$ cat src/rtl/alu_arbiter_if.sv
// alu_arbiter_if: one requester's request/response channel to the shared ALU
interface alu_arbiter_if;
  logic        req_valid;
  logic        req_ready;
  logic [31:0] req_val1;
  logic [31:0] req_val2;
  logic [3:0]  req_cmd;
  logic        req_s;
  logic        rsp_valid;
  logic        rsp_ready;
  logic [31:0] rsp_res;
  logic [3:0]  rsp_nzcv;
  modport master (
    output req_valid, req_val1, req_val2, req_cmd, req_s, rsp_ready,
    input  req_ready, rsp_valid, rsp_res, rsp_nzcv
  );
  modport slave (
    input  req_valid, req_val1, req_val2, req_cmd, req_s, rsp_ready,
    output req_ready, rsp_valid, rsp_res, rsp_nzcv
  );
endinterface

$ cat src/rtl/alu_arbiter.sv
// alu_arbiter: round-robin sharing of one ALU between two requesters, owning NZCV status
module alu_arbiter #(
  parameter logic RR_INIT = 1'b0
) (
  input  logic          clk,
  input  logic          rst,
  alu_arbiter_if.slave  r0,
  alu_arbiter_if.slave  r1,
  output logic [31:0]   alu_val1,
  output logic [31:0]   alu_val2,
  output logic [3:0]    alu_cmd,
  output logic          alu_c_in,
  input  logic [31:0]   alu_res,
  input  logic          alu_n,
  input  logic          alu_z,
  input  logic          alu_c_out,
  input  logic          alu_v,
  output logic [3:0]    status
);
  typedef enum logic [1:0] {IDLE, EXEC, RESP} state_t;
  state_t state, state_nx;
  logic        ptr, gnt, pick, any, idle, rsp_ok;
  logic [31:0] v1, v2, res;
  logic [3:0]  cmd, nzcv;
  logic        s;
  // grant selection and next-state; rst masks handshakes so a reset cycle never grants or responds
  always_comb begin
    any      = r0.req_valid | r1.req_valid;
    pick     = (r0.req_valid & r1.req_valid) ? ptr : r1.req_valid;
    idle     = state == IDLE && !rst;
    rsp_ok   = gnt ? r1.rsp_ready : r0.rsp_ready;
    state_nx = state == IDLE ? (any ? EXEC : IDLE) :
               state == EXEC ? RESP :
               (rsp_ok ? IDLE : RESP);
  end
  assign r0.req_ready = idle & any & ~pick;
  assign r1.req_ready = idle & any & pick;
  assign r0.rsp_valid = state == RESP && !rst && !gnt;
  assign r1.rsp_valid = state == RESP && !rst && gnt;
  assign r0.rsp_res   = res;
  assign r1.rsp_res   = res;
  assign r0.rsp_nzcv  = nzcv;
  assign r1.rsp_nzcv  = nzcv;
  assign alu_val1     = v1;
  assign alu_val2     = v2;
  assign alu_cmd      = cmd;
  assign alu_c_in     = status[1];
  // operand capture on grant, result/status capture in EXEC, pointer flip on response handshake
  always_ff @(posedge clk) begin
    if (rst) begin
      state  <= IDLE;
      ptr    <= RR_INIT;
      status <= 4'b0000;
      v1     <= '0;
      v2     <= '0;
      cmd    <= '0;
      s      <= 1'b0;
      gnt    <= 1'b0;
      res    <= '0;
      nzcv   <= '0;
    end else begin
      state <= state_nx;
      if (state == IDLE && any) begin
        v1  <= pick ? r1.req_val1 : r0.req_val1;
        v2  <= pick ? r1.req_val2 : r0.req_val2;
        cmd <= pick ? r1.req_cmd  : r0.req_cmd;
        s   <= pick ? r1.req_s    : r0.req_s;
        gnt <= pick;
      end
      if (state == EXEC) begin
        res  <= alu_res;
        nzcv <= {alu_n, alu_z, alu_c_out, alu_v};
        if (s) status <= {alu_n, alu_z, alu_c_out, alu_v};
      end
      if (state == RESP && rsp_ok) ptr <= ~gnt;
    end
  end
endmodule
$ cat src/flat_wrapper.sv
// flat-port wrapper written by rule: the top's interface ports become plain ports
module alu_arbiter_flat 
#(
  parameter logic RR_INIT = 1'b0
)
  (clk, rst, alu_val1, alu_val2, alu_cmd, alu_c_in, alu_res, alu_n, alu_z, alu_c_out, alu_v, status, r0_req_valid, r0_req_val1, r0_req_val2, r0_req_cmd, r0_req_s, r0_rsp_ready, r0_req_ready, r0_rsp_valid, r0_rsp_res, r0_rsp_nzcv, r1_req_valid, r1_req_val1, r1_req_val2, r1_req_cmd, r1_req_s, r1_rsp_ready, r1_req_ready, r1_rsp_valid, r1_rsp_res, r1_rsp_nzcv);
  alu_arbiter_if r0_i ();
  alu_arbiter_if r1_i ();
  input  logic clk;
  input  logic rst;
  output logic [31:0] alu_val1;
  output logic [31:0] alu_val2;
  output logic [3:0] alu_cmd;
  output logic alu_c_in;
  input  logic [31:0] alu_res;
  input  logic alu_n;
  input  logic alu_z;
  input  logic alu_c_out;
  input  logic alu_v;
  output logic [3:0] status;
  input wire logic [$bits(r0_i.req_valid)-1:0] r0_req_valid;
  input wire logic [$bits(r0_i.req_val1)-1:0] r0_req_val1;
  input wire logic [$bits(r0_i.req_val2)-1:0] r0_req_val2;
  input wire logic [$bits(r0_i.req_cmd)-1:0] r0_req_cmd;
  input wire logic [$bits(r0_i.req_s)-1:0] r0_req_s;
  input wire logic [$bits(r0_i.rsp_ready)-1:0] r0_rsp_ready;
  output wire logic [$bits(r0_i.req_ready)-1:0] r0_req_ready;
  output wire logic [$bits(r0_i.rsp_valid)-1:0] r0_rsp_valid;
  output wire logic [$bits(r0_i.rsp_res)-1:0] r0_rsp_res;
  output wire logic [$bits(r0_i.rsp_nzcv)-1:0] r0_rsp_nzcv;
  input wire logic [$bits(r1_i.req_valid)-1:0] r1_req_valid;
  input wire logic [$bits(r1_i.req_val1)-1:0] r1_req_val1;
  input wire logic [$bits(r1_i.req_val2)-1:0] r1_req_val2;
  input wire logic [$bits(r1_i.req_cmd)-1:0] r1_req_cmd;
  input wire logic [$bits(r1_i.req_s)-1:0] r1_req_s;
  input wire logic [$bits(r1_i.rsp_ready)-1:0] r1_rsp_ready;
  output wire logic [$bits(r1_i.req_ready)-1:0] r1_req_ready;
  output wire logic [$bits(r1_i.rsp_valid)-1:0] r1_rsp_valid;
  output wire logic [$bits(r1_i.rsp_res)-1:0] r1_rsp_res;
  output wire logic [$bits(r1_i.rsp_nzcv)-1:0] r1_rsp_nzcv;
  assign r0_i.req_valid = r0_req_valid;
  assign r0_i.req_val1 = r0_req_val1;
  assign r0_i.req_val2 = r0_req_val2;
  assign r0_i.req_cmd = r0_req_cmd;
  assign r0_i.req_s = r0_req_s;
  assign r0_i.rsp_ready = r0_rsp_ready;
  assign r0_req_ready = r0_i.req_ready;
  assign r0_rsp_valid = r0_i.rsp_valid;
  assign r0_rsp_res = r0_i.rsp_res;
  assign r0_rsp_nzcv = r0_i.rsp_nzcv;
  assign r1_i.req_valid = r1_req_valid;
  assign r1_i.req_val1 = r1_req_val1;
  assign r1_i.req_val2 = r1_req_val2;
  assign r1_i.req_cmd = r1_req_cmd;
  assign r1_i.req_s = r1_req_s;
  assign r1_i.rsp_ready = r1_rsp_ready;
  assign r1_req_ready = r1_i.req_ready;
  assign r1_rsp_valid = r1_i.rsp_valid;
  assign r1_rsp_res = r1_i.rsp_res;
  assign r1_rsp_nzcv = r1_i.rsp_nzcv;
  alu_arbiter #(.RR_INIT(RR_INIT)) u_core (.clk(clk), .rst(rst), .r0(r0_i), .r1(r1_i), .alu_val1(alu_val1), .alu_val2(alu_val2), .alu_cmd(alu_cmd), .alu_c_in(alu_c_in), .alu_res(alu_res), .alu_n(alu_n), .alu_z(alu_z), .alu_c_out(alu_c_out), .alu_v(alu_v), .status(status));
endmodule
$ cat config.mk
export PLATFORM = sky130hd
export DESIGN_NAME = alu_arbiter_flat
export DESIGN_NICKNAME = d
export VERILOG_FILES = /design/src/rtl/alu_arbiter_if.sv /design/src/rtl/alu_arbiter.sv /design/src/flat_wrapper.sv
export SDC_FILE = /design/constraint.sdc
export NUM_CORES = 1
export LEC_CHECK = 0
export BUFFER_PORTS_ARGS = -buffer_cell sky130_fd_sc_hd__buf_2
export CAP_MARGIN = 20
export CORE_ASPECT_RATIO = 0.5
export CORE_MARGIN = 2
export CORE_UTILIZATION = 43
export CTS_BUF_LIST = sky130_fd_sc_hd__clkbuf_8 sky130_fd_sc_hd__clkbuf_16
export CTS_CLUSTER_DIAMETER = 200
export DETAILED_ROUTE_END_ITERATION = 8
export PLACE_DENSITY = 0.81
export SLEW_MARGIN = 15
export SYNTH_ARGS = -nofsm -noshare
export SYNTH_HDL_FRONTEND = slang
export SYNTH_SLANG_ARGS = --single-unit
$ cat constraint.sdc
create_clock -name clk -period 1.9 [get_ports clk]
set_input_delay 0.19 -clock clk [delete_from_list [all_inputs] [get_ports clk]]
set_output_delay 0.19 -clock clk [all_outputs]
set_load 0.02 [all_outputs]
==> flow_summary.toml <==
[critical_path]
ff2ff_setup_slack_ns = 0.30
path_buf_inv = 1
startpoint = "u_core.ptr"
r2r_cells = 4
reg2reg_to = "u_core.alu_val1[25]"
worstSetupEndpointType = "primary output"
slowest_stage = "nand2b_2"
cpLargestDelayFamily = "simple AND/OR/NAND/NOR gates"
cp.depth = 3
max_stage_delay_ns = 0.37
cp-endpoint = "r0_req_ready"
timing.critical_path.cells = "nand2b_2 -> a211oi_1 -> buf_2"
path_class = "flip-flop to primary output"
arrival_ns = 1.63
crit_fanout = 16
reg2reg_from = "u_core.ptr"
cp_data_required_time_ns = 1.71
worst_setup_path_start_kind = "flip-flop"

[logic_synthesis]
synthTopCellsByArea = "dfxtp_1, a21oi_1, a311oi_1, nand3_1, o21ai_0"
async_flop_share_pct = 0
yosys.area.top_type = "dfxtp_1"
ys_seq_area_share_pct = 43.4
netlist_area_sq_um = 5220
synth-main-ff-cell = "dfxtp_1"
synth-seq-cells = 113
synth.distinct_cells = 27
synth_edf_count = 0
yosysWarningCount = 0
synthesis.nets = 828
synthCells = 648
synth_area_per_cell_sq_um = 8.05
yosysTopAreaCellShare_pct = 43.4

[cells_and_area]
nNetsFinal = 1084
layoutNonFillerInstCount = 1082
multi_input_area_sq_um = 2380
fill_cells = 1036
n_antenna_cell = 0
drive_above_1_share_pct = 43.4
synthToLayoutAreaGrowth_pct = 39.6
layout.area.seq_sq_um = 2260

[sta]
fin_ws_ns = 0.0798
clock_skew_ns = 0.00937
rsz0062_at_grt = "no"
slew_headroom_pct = 66.2
finalMaxSlewViolations = 0
finalCritPeriodShare_pct = 95.8
setup_viol = 0
hold_viol = 0
tns_ns = 0
finalCriticalPeriod_ns = 1.82
worst_slew_pin_slew_ns = 0.507
max_freq_mhz = 549

[global_routing]
grt_pass1_vias = 5488
grt_overflow = 0
antenna_found_initial = 0
track_usage_pct = 25.3
grt_pass1_wl_um = 26900
grt_max_degree = 48

[placement]
io_buffers = 328
dp_hpwl_um = 12400
preCtsSetupSlack_ns = 0.312
dp.cells = 1050
finalWeightedCongestion = 0.844

[drt]
drtAntennaViolNets = 0
drt_iter0_markers = 574
viasPerCell = 5.67
routedWlPerCell_um = 16.5
finalWirelength_um = 17900
route.vias.total = 6133
drt_first_pass_iters = 5
drt_drc_violations_left = 0

[pwr]
ir_worst_vdd_v = 0.000581
p_leak_nw = 3.32
finalPower_mw = 7.66
p_per_area_nw_per_um2 = 1050

[floorplan]
fp.dieW_um = 160
ios = 329
dieHeight_um = 81.9
dieArea_sq_um = 13100
initial_utilization_pct = 44.2
core_sq_um = 11800
num_rows = 28

[clocking]
numCtsBuffers = 17
cts_sinks = 113
hold_buffers = 0
path_clk_slew_ns = 0.06
cts_root_buffer = "clkbuf_16"
insertion_delay_ns = 0.40
clk_path_buf_depth = 2
htreeDepth = 4
tritoncts = "built"
post_cts_resized = 0
postCtsSetupBuffers = 0

[run_status]
status = "complete, no violations"

[run]
drv_cap = 0

[hold_path]
hold_path_class = "input pin to flip-flop"
per-stage QoR:
| stage | area (sq um) | hold slack, ns | util, % |
|---|---|---|---|
| 4_1_cts | 7280 | 0.0134 | 61.7 |
| 2_1_floorplan | 5220 | 0.326 | - |
| 3_5_place_dp | 6700 | 0.437 | 56.7 |
| 6_report | 7280 | 0.0267 | 61.7 |
| 3_3_place_gp | 6700 | 0.430 | 56.7 |
| 5_1_grt | 7280 | 0.0211 | 61.7 |
power by group:
part           internal (mW)  switching, mW  leakage, nW
clock network           1.94           1.19        0.280
logic                  0.636           1.12         2.11
registers               2.62          0.149        0.932
area by class of cell:
class / instances / share of cell area [%]
multi-input combinational: 421 / 32.7
inverter: 3 / 0.155
timing repair buffer: 348 / 25.2
clock buffer: 17 / 5.84
sequential: 113 / 31.1
clock inverter: 15 / 2.18
tap: 165 / 2.84
registers in the layout (all words and copies together) (netlist names), 2 cells and up:
name                count
u_core.state            2
u_core.alu_val2        32
u_core.r0.rsp_nzcv      4
u_core.r0.rsp_res      32
u_core.alu_cmd          4
u_core.status           4
u_core.alu_val1        32
how the worst min path moves through the flow:
stage                start                     to  slack [ns]  cells after the start
2_1_floorplan        alu_v  u_core.r0.rsp_nzcv[0]        0.33                      2
3_3_place_gp    alu_res[8]   u_core.r0.rsp_res[8]        0.43                      3
3_5_place_dp   alu_res[13]  u_core.r0.rsp_res[13]        0.44                      3
4_1_cts        alu_res[13]  u_core.r0.rsp_res[13]        0.01                      3
5_1_grt        alu_res[10]  u_core.r0.rsp_res[10]        0.02                      3
6_report        alu_res[5]   u_core.r0.rsp_res[5]        0.03                      3
worst min-delay path, stage by stage:
cell     delay [ns]
buf_2          0.10
nand2_1        0.04
a21oi_1        0.05
logic make-up after synthesis:
kind of cell / Yosys count / share of synthesized area (%)
compound gates: 253 / 30.7
simple gates: 168 / 14.5
buf+inv: 114 / 11.5
flops: 113 / 43.4
synth_stat cells, types with 3 or more instances:
cell      number
dfxtp_1      113
inv_1          3
nand2_1       78
nand2b_1       4
buf_6          3
buf_4         37
clkbuf_1      57
a21oi_1      111
nand3_1       75
buf_1          7
o21ai_0       69
buf_2          6
a311oi_2      10
a311oi_1      59
nor2_1         3
layer usage:
layer,GRT usage (%),vias to the layer above,wire length [um]
met5,0,-,0
met4,13.3,0,671
met3,4.14,68,1090
met2,44.8,324,8870
met1,30.5,2895,7250
li1,-,2846,-
cell usage in the layout, fill, tap and decap left out:
cell        synthesis  routed
dfxtp_1           113     113
o21ai_0            69      69
inv_1               3       3
nand3b_1            1       1
clkinv_2            0       3
nand2b_2            0       1
buf_4              37      18
a21oi_1           111     111
and2_2              0       1
a311oi_2           10      10
bufinv_16           0       2
nand2b_1            4       3
nor4_2              0       1
buf_2               6     327
nor2_1              3       2
nor2b_2             0       1
nand3_1            75      75
clkinv_4            0       4
nor3b_1             1       1
clkinvlp_4          0       3
a311oi_1           59      59
or2_2               0       1
buf_12              0       3
nor3_1              1       1
a211oi_1            1       1
inv_6               0       3
a31oi_1             1       1
clkbuf_16           0      17
nor2_4              0       1
nand2_1            78      78
nor2b_4             0       1
a2111oi_0           1       1
a21bo_2             1       1
(Power assumes the default switching activity.)
